**config.mk**
```make
export PLATFORM = sky130hd
export DESIGN_NAME = iob_pcie_tx_seq
export DESIGN_NICKNAME = d
export VERILOG_FILES = /design/src/rtl/iob_pcie_pkg.sv /design/src/rtl/iob_pcie_tx_skid.sv /design/src/rtl/iob_pcie_tx_seq.sv
export SDC_FILE = /design/constraint.sdc
export NUM_CORES = 1
export LEC_CHECK = 0
export ABC_AREA = 1
export BUFFER_PORTS_ARGS = -buffer_cell sky130_fd_sc_hd__buf_2
export CORE_MARGIN = 1
export CORE_UTILIZATION = 56
export DETAILED_ROUTE_END_ITERATION = 12
export HOLD_SLACK_MARGIN = 0.1
export PLACE_DENSITY = 0.79
export SYNTH_ARGS = -nofsm -noshare
export SYNTH_HDL_FRONTEND = slang
export SYNTH_SLANG_ARGS = --single-unit
```
**constraint.sdc**
```tcl
create_clock -name clk -period 5.8 [get_ports clk]
set_input_delay 1.74 -clock clk [delete_from_list [all_inputs] [get_ports clk]]
set_output_delay 1.74 -clock clk [all_outputs]
set_load 0.005 [all_outputs]
```
**src/rtl/iob_pcie_pkg.sv**
```systemverilog
// ============================================================================
// Module : iob_pcie_pkg
// Brief  : Shared types and constants for the PCIe TX channel sequencer.
// Rev    : 1.0
// ============================================================================
`default_nettype none

package iob_pcie_pkg;

    localparam int BEAT_WORDS = 2;
    localparam int BEAT_SHIFT = $clog2(BEAT_WORDS);

    typedef enum logic [1:0] {
        ST_IDLE = 2'd0,
        ST_REQ  = 2'd1,
        ST_DATA = 2'd2,
        ST_DONE = 2'd3
    } tx_state_e;

endpackage

`default_nettype wire

```
**src/rtl/iob_pcie_tx_skid.sv**
```systemverilog
// ============================================================================
// Module : iob_pcie_tx_skid
// Brief  : Two-entry beat buffer between the TX FIFO read port and CHNL_TX.
// Rev    : 1.0
// ============================================================================
`default_nettype none

module iob_pcie_tx_skid #(
    parameter int DATA_W = 64
) (
    input  logic              clk,
    input  logic              rst_n,
    input  logic              i_flush,
    input  logic              i_push,
    input  logic [DATA_W-1:0] i_din,
    input  logic              i_pop,
    output logic [DATA_W-1:0] o_dout,
    output logic [1:0]        o_occ,
    output logic              o_empty
);

    logic [DATA_W-1:0] r_d0;
    logic [DATA_W-1:0] r_d1;
    logic [1:0]        r_occ;
    logic              w_pop;

    assign w_pop   = i_pop & (r_occ != 2'd0);
    assign o_dout  = r_d0;
    assign o_occ   = r_occ;
    assign o_empty = (r_occ == 2'd0);

    // r_d0 is always the head; r_d1 only holds data when two beats are queued.
    always_ff @(posedge clk or negedge rst_n) begin
        if (!rst_n) begin
            r_d0  <= '0;
            r_d1  <= '0;
            r_occ <= 2'd0;
        end else if (i_flush) begin
            r_d0  <= '0;
            r_d1  <= '0;
            r_occ <= 2'd0;
        end else begin
            case ({i_push, w_pop})
                2'b10: begin
                    if (r_occ == 2'd0) begin
                        r_d0 <= i_din;
                    end else if (r_occ == 2'd1) begin
                        r_d1 <= i_din;
                    end
                    if (r_occ != 2'd2) begin
                        r_occ <= r_occ + 2'd1;
                    end
                end
                2'b01: begin
                    r_d0  <= r_d1;
                    r_occ <= r_occ - 2'd1;
                end
                2'b11: begin
                    if (r_occ == 2'd2) begin
                        r_d0 <= r_d1;
                        r_d1 <= i_din;
                    end else begin
                        r_d0 <= i_din;
                    end
                end
                default: begin
                end
            endcase
        end
    end

endmodule

`default_nettype wire

```
**src/rtl/iob_pcie_tx_seq.sv**
```systemverilog
// ============================================================================
// Module : iob_pcie_tx_seq
// Brief  : Drains TX FIFO beats onto a RIFFA-style CHNL_TX request/ack/stream.
// Rev    : 1.0
// ============================================================================
`default_nettype none

module iob_pcie_tx_seq
    import iob_pcie_pkg::*;
#(
    parameter int DATA_W   = 64,
    parameter int LEN_W    = 32,
    parameter int ACK_TO_W = 16
) (
    input  logic              clk,
    input  logic              rst_n,
    input  logic              start_i,
    input  logic [LEN_W-1:0]  len_i,
    input  logic              last_i,
    output logic              busy_o,
    output logic              done_o,
    output logic              err_o,
    input  logic              fifo_empty_i,
    output logic              fifo_ren_o,
    input  logic [DATA_W-1:0] fifo_rdata_i,
    output logic              chnl_tx_o,
    output logic              chnl_tx_last_o,
    output logic [LEN_W-1:0]  chnl_tx_len_o,
    output logic [LEN_W-2:0]  chnl_tx_off_o,
    output logic [DATA_W-1:0] chnl_tx_data_o,
    output logic              chnl_tx_data_valid_o,
    input  logic              chnl_tx_data_ren_i,
    input  logic              chnl_tx_ack_i
);

    tx_state_e          r_state;
    tx_state_e          w_state_nxt;
    logic [LEN_W-1:0]   r_len;
    logic [LEN_W-1:0]   r_beats;
    logic [LEN_W-1:0]   r_remaining;
    logic [LEN_W-1:0]   r_fetched;
    logic               r_last;
    logic               r_err;
    logic               r_inflight;
    logic [ACK_TO_W-1:0] r_ack_cnt;

    logic               w_active;
    logic               w_start;
    logic               w_consume;
    logic               w_ack_timeout;
    logic [ACK_TO_W-1:0] w_ack_cnt_inc;
    logic [LEN_W:0]     w_len_ext;
    logic [LEN_W-1:0]   w_beats_new;
    logic [1:0]         w_skid_occ;
    logic               w_skid_empty;
    logic [DATA_W-1:0]  w_skid_dout;
    logic [2:0]         w_slots_used;
    logic               w_room;
    logic               w_flush;

    assign w_active = (r_state == ST_REQ) || (r_state == ST_DATA);
    assign w_start  = start_i && ((r_state == ST_IDLE) || (r_state == ST_DONE));

    // Extra MSB keeps len_i = all-ones from wrapping before the divide.
    assign w_len_ext   = {1'b0, len_i} + (LEN_W+1)'(BEAT_WORDS - 1);
    assign w_beats_new = LEN_W'(w_len_ext >> BEAT_SHIFT);

    assign w_ack_cnt_inc = r_ack_cnt + ACK_TO_W'(1);
    assign w_ack_timeout = (w_ack_cnt_inc == {ACK_TO_W{1'b1}});

    assign chnl_tx_data_valid_o = (r_state == ST_DATA) && !w_skid_empty;
    assign w_consume            = chnl_tx_data_valid_o && chnl_tx_data_ren_i;

    // A beat popped this cycle frees its slot in time for a read issued now,
    // which is what sustains one beat per cycle with a two-entry buffer.
    assign w_slots_used = {1'b0, w_skid_occ} - {2'b00, w_consume} + {2'b00, r_inflight};
    assign w_room       = (w_slots_used < 3'd2);
    assign fifo_ren_o   = w_active && !fifo_empty_i && (r_fetched < r_beats) && w_room;

    // Drops prefetched beats left behind by an ACK timeout.
    assign w_flush = (r_state == ST_IDLE);

    assign busy_o         = w_active;
    assign chnl_tx_o      = w_active;
    assign done_o         = (r_state == ST_DONE);
    assign err_o          = r_err;
    assign chnl_tx_last_o = r_last;
    assign chnl_tx_len_o  = r_len;
    assign chnl_tx_off_o  = '0;
    assign chnl_tx_data_o = w_skid_dout;

    always_comb begin
        w_state_nxt = r_state;
        case (r_state)
            ST_IDLE: begin
                if (w_start) begin
                    w_state_nxt = ST_REQ;
                end
            end
            ST_REQ: begin
                if (chnl_tx_ack_i) begin
                    w_state_nxt = (r_beats == '0) ? ST_DONE : ST_DATA;
                end else if (w_ack_timeout) begin
                    w_state_nxt = ST_IDLE;
                end
            end
            ST_DATA: begin
                if (w_consume && (r_remaining == LEN_W'(1))) begin
                    w_state_nxt = ST_DONE;
                end
            end
            ST_DONE: begin
                w_state_nxt = w_start ? ST_REQ : ST_IDLE;
            end
            default: begin
                w_state_nxt = ST_IDLE;
            end
        endcase
    end

    always_ff @(posedge clk or negedge rst_n) begin
        if (!rst_n) begin
            r_state <= ST_IDLE;
        end else begin
            r_state <= w_state_nxt;
        end
    end

    always_ff @(posedge clk or negedge rst_n) begin
        if (!rst_n) begin
            r_len       <= '0;
            r_beats     <= '0;
            r_remaining <= '0;
            r_fetched   <= '0;
            r_last      <= 1'b0;
            r_err       <= 1'b0;
            r_inflight  <= 1'b0;
            r_ack_cnt   <= '0;
        end else begin
            r_inflight <= fifo_ren_o;
            if (w_start) begin
                r_len       <= len_i;
                r_last      <= last_i;
                r_beats     <= w_beats_new;
                r_remaining <= w_beats_new;
                r_fetched   <= '0;
                r_ack_cnt   <= '0;
                r_err       <= 1'b0;
            end else begin
                if (fifo_ren_o) begin
                    r_fetched <= r_fetched + LEN_W'(1);
                end
                if (w_consume) begin
                    r_remaining <= r_remaining - LEN_W'(1);
                end
                if ((r_state == ST_REQ) && !chnl_tx_ack_i) begin
                    r_ack_cnt <= w_ack_cnt_inc;
                    if (w_ack_timeout) begin
                        r_err <= 1'b1;
                    end
                end
            end
        end
    end

    iob_pcie_tx_skid #(
        .DATA_W (DATA_W)
    ) u_skid (
        .clk     (clk),
        .rst_n   (rst_n),
        .i_flush (w_flush),
        .i_push  (r_inflight),
        .i_din   (fifo_rdata_i),
        .i_pop   (w_consume),
        .o_dout  (w_skid_dout),
        .o_occ   (w_skid_occ),
        .o_empty (w_skid_empty)
    );

endmodule

`default_nettype wire

```
==> flow_metrics.env <==
export IMPL_cts_clk_slew_worst_paths_ns=0.06
export IMPL_final_setup_tns_ns=0
export IMPL_hold_viol=0
export IMPL_gr_total_overflow=0
export IMPL_crit_required_ns=4.06
export IMPL_drive_gt1_share_pct=14.19
export IMPL_viasPerCell=5.612
export IMPL_relSlewSlack_pct=21.91
export IMPL_ys_ff_latch=279
export IMPL_finalCritPeriodShare_pct=91.50
export IMPL_worstSkewPairLatency_ns=0.56
export IMPL_placed_area_um2=16930
export IMPL_initial_core_util_pct=57.68
export IMPL_hold_worst_slack_ns=0.4824
export IMPL_synthXorXnorAreaFrac_pct=2.619
export IMPL_synth_top_family_by_area="simple AND/OR/NAND/NOR gates"
export IMPL_htreeDepth=1
export IMPL_rows=60
export IMPL_gp_congestion=0.9879
export IMPL_cts_setup_buffers=0
export IMPL_skew_ns=0.01290
export IMPL_crit_chain="buf_2 > nand2_1 > inv_1 > ha_1 > nor2_1 > fa_1 > nor3b_1 > nand4_2 > inv_2 > buf_2"
export IMPL_synthArstFlopShare_pct=100.0
export IMPL_max_cap_viol_count=0
export IMPL_setup_viol=0
export IMPL_grt_pass1_wl_mm=69.31
export IMPL_synth_area_um2=15720
export IMPL_io_pins=237
export IMPL_synthDistinctLibCells=47
export IMPL_ctsResizeCount=0
export IMPL_crit_path_start_kind="input pin"
export IMPL_syn_inst=2053
export IMPL_total_power_w=0.008151
export IMPL_cts_tree="done"
export IMPL_cts_buffer_depth=3
export IMPL_grt_usage_pct=29.75
export IMPL_peakVddDrop_uv=455.2
export IMPL_run_status="complete, no violations"
export IMPL_endpoint_kind="primary output"
export IMPL_core_um2=27250
export IMPL_die_width_um=169.5
export IMPL_final_area_um2=17880
export IMPL_vias=14670
export IMPL_portBuffers=205
export IMPL_slew_viol_final=0
export IMPL_antenna_found_initial=2
export IMPL_cts_buffers=30
export IMPL_rsz0062_at_grt="no"
export IMPL_timing_fmax_mhz=188.4
export IMPL_yosysWarnings=0
export IMPL_synth_seq_area_share_pct=44.42
export IMPL_root_buffer="clkbuf_16"
export IMPL_drtIter0Drc=1352
export IMPL_hold_buffers=0
export IMPL_synth_adder_area_share_pct=3.948
export IMPL_arrival_ns=3.57
export IMPL_holdCritPathClass="reg -> reg"
export IMPL_die_h_um=169.5
export IMPL_synthMuxAreaShare_pct=0
export IMPL_synth_ff_type="dfrtp_1"
export IMPL_final_min_clock_period_ns=5.307
export IMPL_grt_pass1_vias=13850
export IMPL_cpMaxStageDelayCell="fa_1"
export IMPL_worstMarginPinSlew_ns=1.171
export IMPL_cellPowerDensity_nw_per_um2=455.7
export IMPL_crit_top_cell="buf_2"
export IMPL_grt_max_degree=112
export IMPL_wirelength_mm=42.76
export IMPL_synthSimpleGateAreaFrac_pct=26.19
export IMPL_clock_sinks=279
export IMPL_crit_type="in -> out"
export IMPL_avgSynthCellArea_um2=7.657
export IMPL_hpwl_mm=29.60
export IMPL_rrSetupSlack_ns=2.48
export IMPL_drc=0
export IMPL_critPathMaxFanout=3
export IMPL_synth_compound_gate_area_share_pct=11.75
export IMPL_fin_nets=2370
export IMPL_leakage_nw=9.288
export IMPL_syn2layout_area_growth_pct=13.78
export IMPL_postRouteAntennaNets=0
export IMPL_worst_path_largest_cell_delay_ns=0.43
export IMPL_drtPass1Iterations=5
export IMPL_critical_path_buf_inv_count=4
export IMPL_dieArea_um2=28740
export IMPL_synth_edf_count=0
export IMPL_wl_per_cell_um=16.36
export IMPL_cp_top_family="adder cells"
## logic make-up (layout without fill, tap and decap cells)
logic type                 count (synthesis)  in the layout
DFF                                      279            279
adders and majority gates                 49             49
xor gates and xnor gates                  47             47
AOI/OAI and AO/OA                        323            323
buffers and inverters                    426            584
and+or+nand+nor                          928            928
other                                      1             32
## registers in the layout, indices dropped and copies added, names as in the netlist, named ones only
signal / count
r_inflight: 1
r_fetched: 32
err_o: 1
r_beats: 32
u_skid.o_dout: 64
r_remaining: 32
r_ack_cnt: 16
u_skid.o_occ: 2
chnl_tx_last_o: 1
r_state: 1
chnl_tx_len_o: 32
u_skid.r_d1: 64
## synthesized netlist by cell type (all sizes together) (3+ instances only)
cell type  number  share of area [%]
xor2           36                2.0
a21oi          47                1.5
buf            65                2.4
nand3         229                7.4
nand4          32                1.3
nor4           12               0.52
o211ai          3               0.14
o22ai         132                5.3
xnor2          11               0.61
a31oi          16               0.64
clkbuf         54                1.3
o21ai         113                3.6
nor2          162                4.4
nand2         449                 11
dfrtp         279                 44
inv           306                7.3
nor3           39                1.4
ha             48                3.8
or2             3               0.12
## tightest hold or removal path: stages, from the launching register on
cell,delay (ns)
dfrtp_1,0.34
nand2_1,0.05
o21ai_0,0.06
## metal layers
metal | GRT usage [%] | share of wire (%) | vias up
met5 | 0 | 0.030 | -
met4 | 10.22 | 2.9 | 2
met3 | 5.993 | 8.5 | 99
met2 | 47.00 | 46 | 644
met1 | 40.93 | 43 | 6913
li1 | - | - | 7011
## worst paths after layout
path                               startpoint           endpoint  cells past startpoint
min reg2reg                 chnl_tx_len_o[24]  chnl_tx_len_o[24]                      2
max reg2reg                   u_skid.o_occ[1]    u_skid.r_d1[29]                     13
min in group asynchronous               rst_n      r_ack_cnt[13]                      1
min                         chnl_tx_len_o[24]  chnl_tx_len_o[24]                      2
max                        chnl_tx_data_ren_i         fifo_ren_o                     10
max in group asynchronous               rst_n  chnl_tx_len_o[26]                      2
## stage by stage
stage | std cells | utilization [%] | setup slack (ns)
global placement | 2558 | 62.13 | 0.5227
detailed placement | 2558 | 62.13 | 0.5157
global route | 2614 | 65.63 | 0.4254
floorplan | 2083 | - | 0.5438
CTS | 2613 | 65.62 | 0.5087
finish | 2614 | 65.63 | 0.4929
## layout make-up
| class | count | area [um^2] |
|---|---|---|
| diodes | 1 | 2.502 |
| clock buffers | 47 | 874.6 |
| clock inverters | 8 | 76.32 |
| fillers | 2320 | 9366 |
| inverters | 307 | 1154 |
| multi-input cells | 1378 | 7154 |
| flip-flops and latches | 279 | 6982 |
| well taps | 372 | 465.4 |
| repair buffers | 222 | 1176 |
## power breakdown
group,switching [W],internal (W)
registers,0.000411,0.00258
logic,0.00224,0.00106
clock network,0.000786,0.00107
total,0.00343,0.00472
## placed cells by master (no fill, tap or decap), types with 36 or more instances in the layout
| cell | synthesis | final |
|---|---|---|
| ha_1 | 48 | 48 |
| xor2_1 | 36 | 36 |
| o22ai_1 | 132 | 131 |
| nand2_1 | 439 | 437 |
| nand3_1 | 225 | 225 |
| dfrtp_1 | 279 | 279 |
| o21ai_0 | 104 | 104 |
| nor2_1 | 144 | 143 |
| nor3_1 | 36 | 36 |
| inv_1 | 301 | 300 |
| a21oi_1 | 47 | 46 |
| buf_2 | 12 | 204 |
No activity file was read; power rests on OpenSTA's default activity.
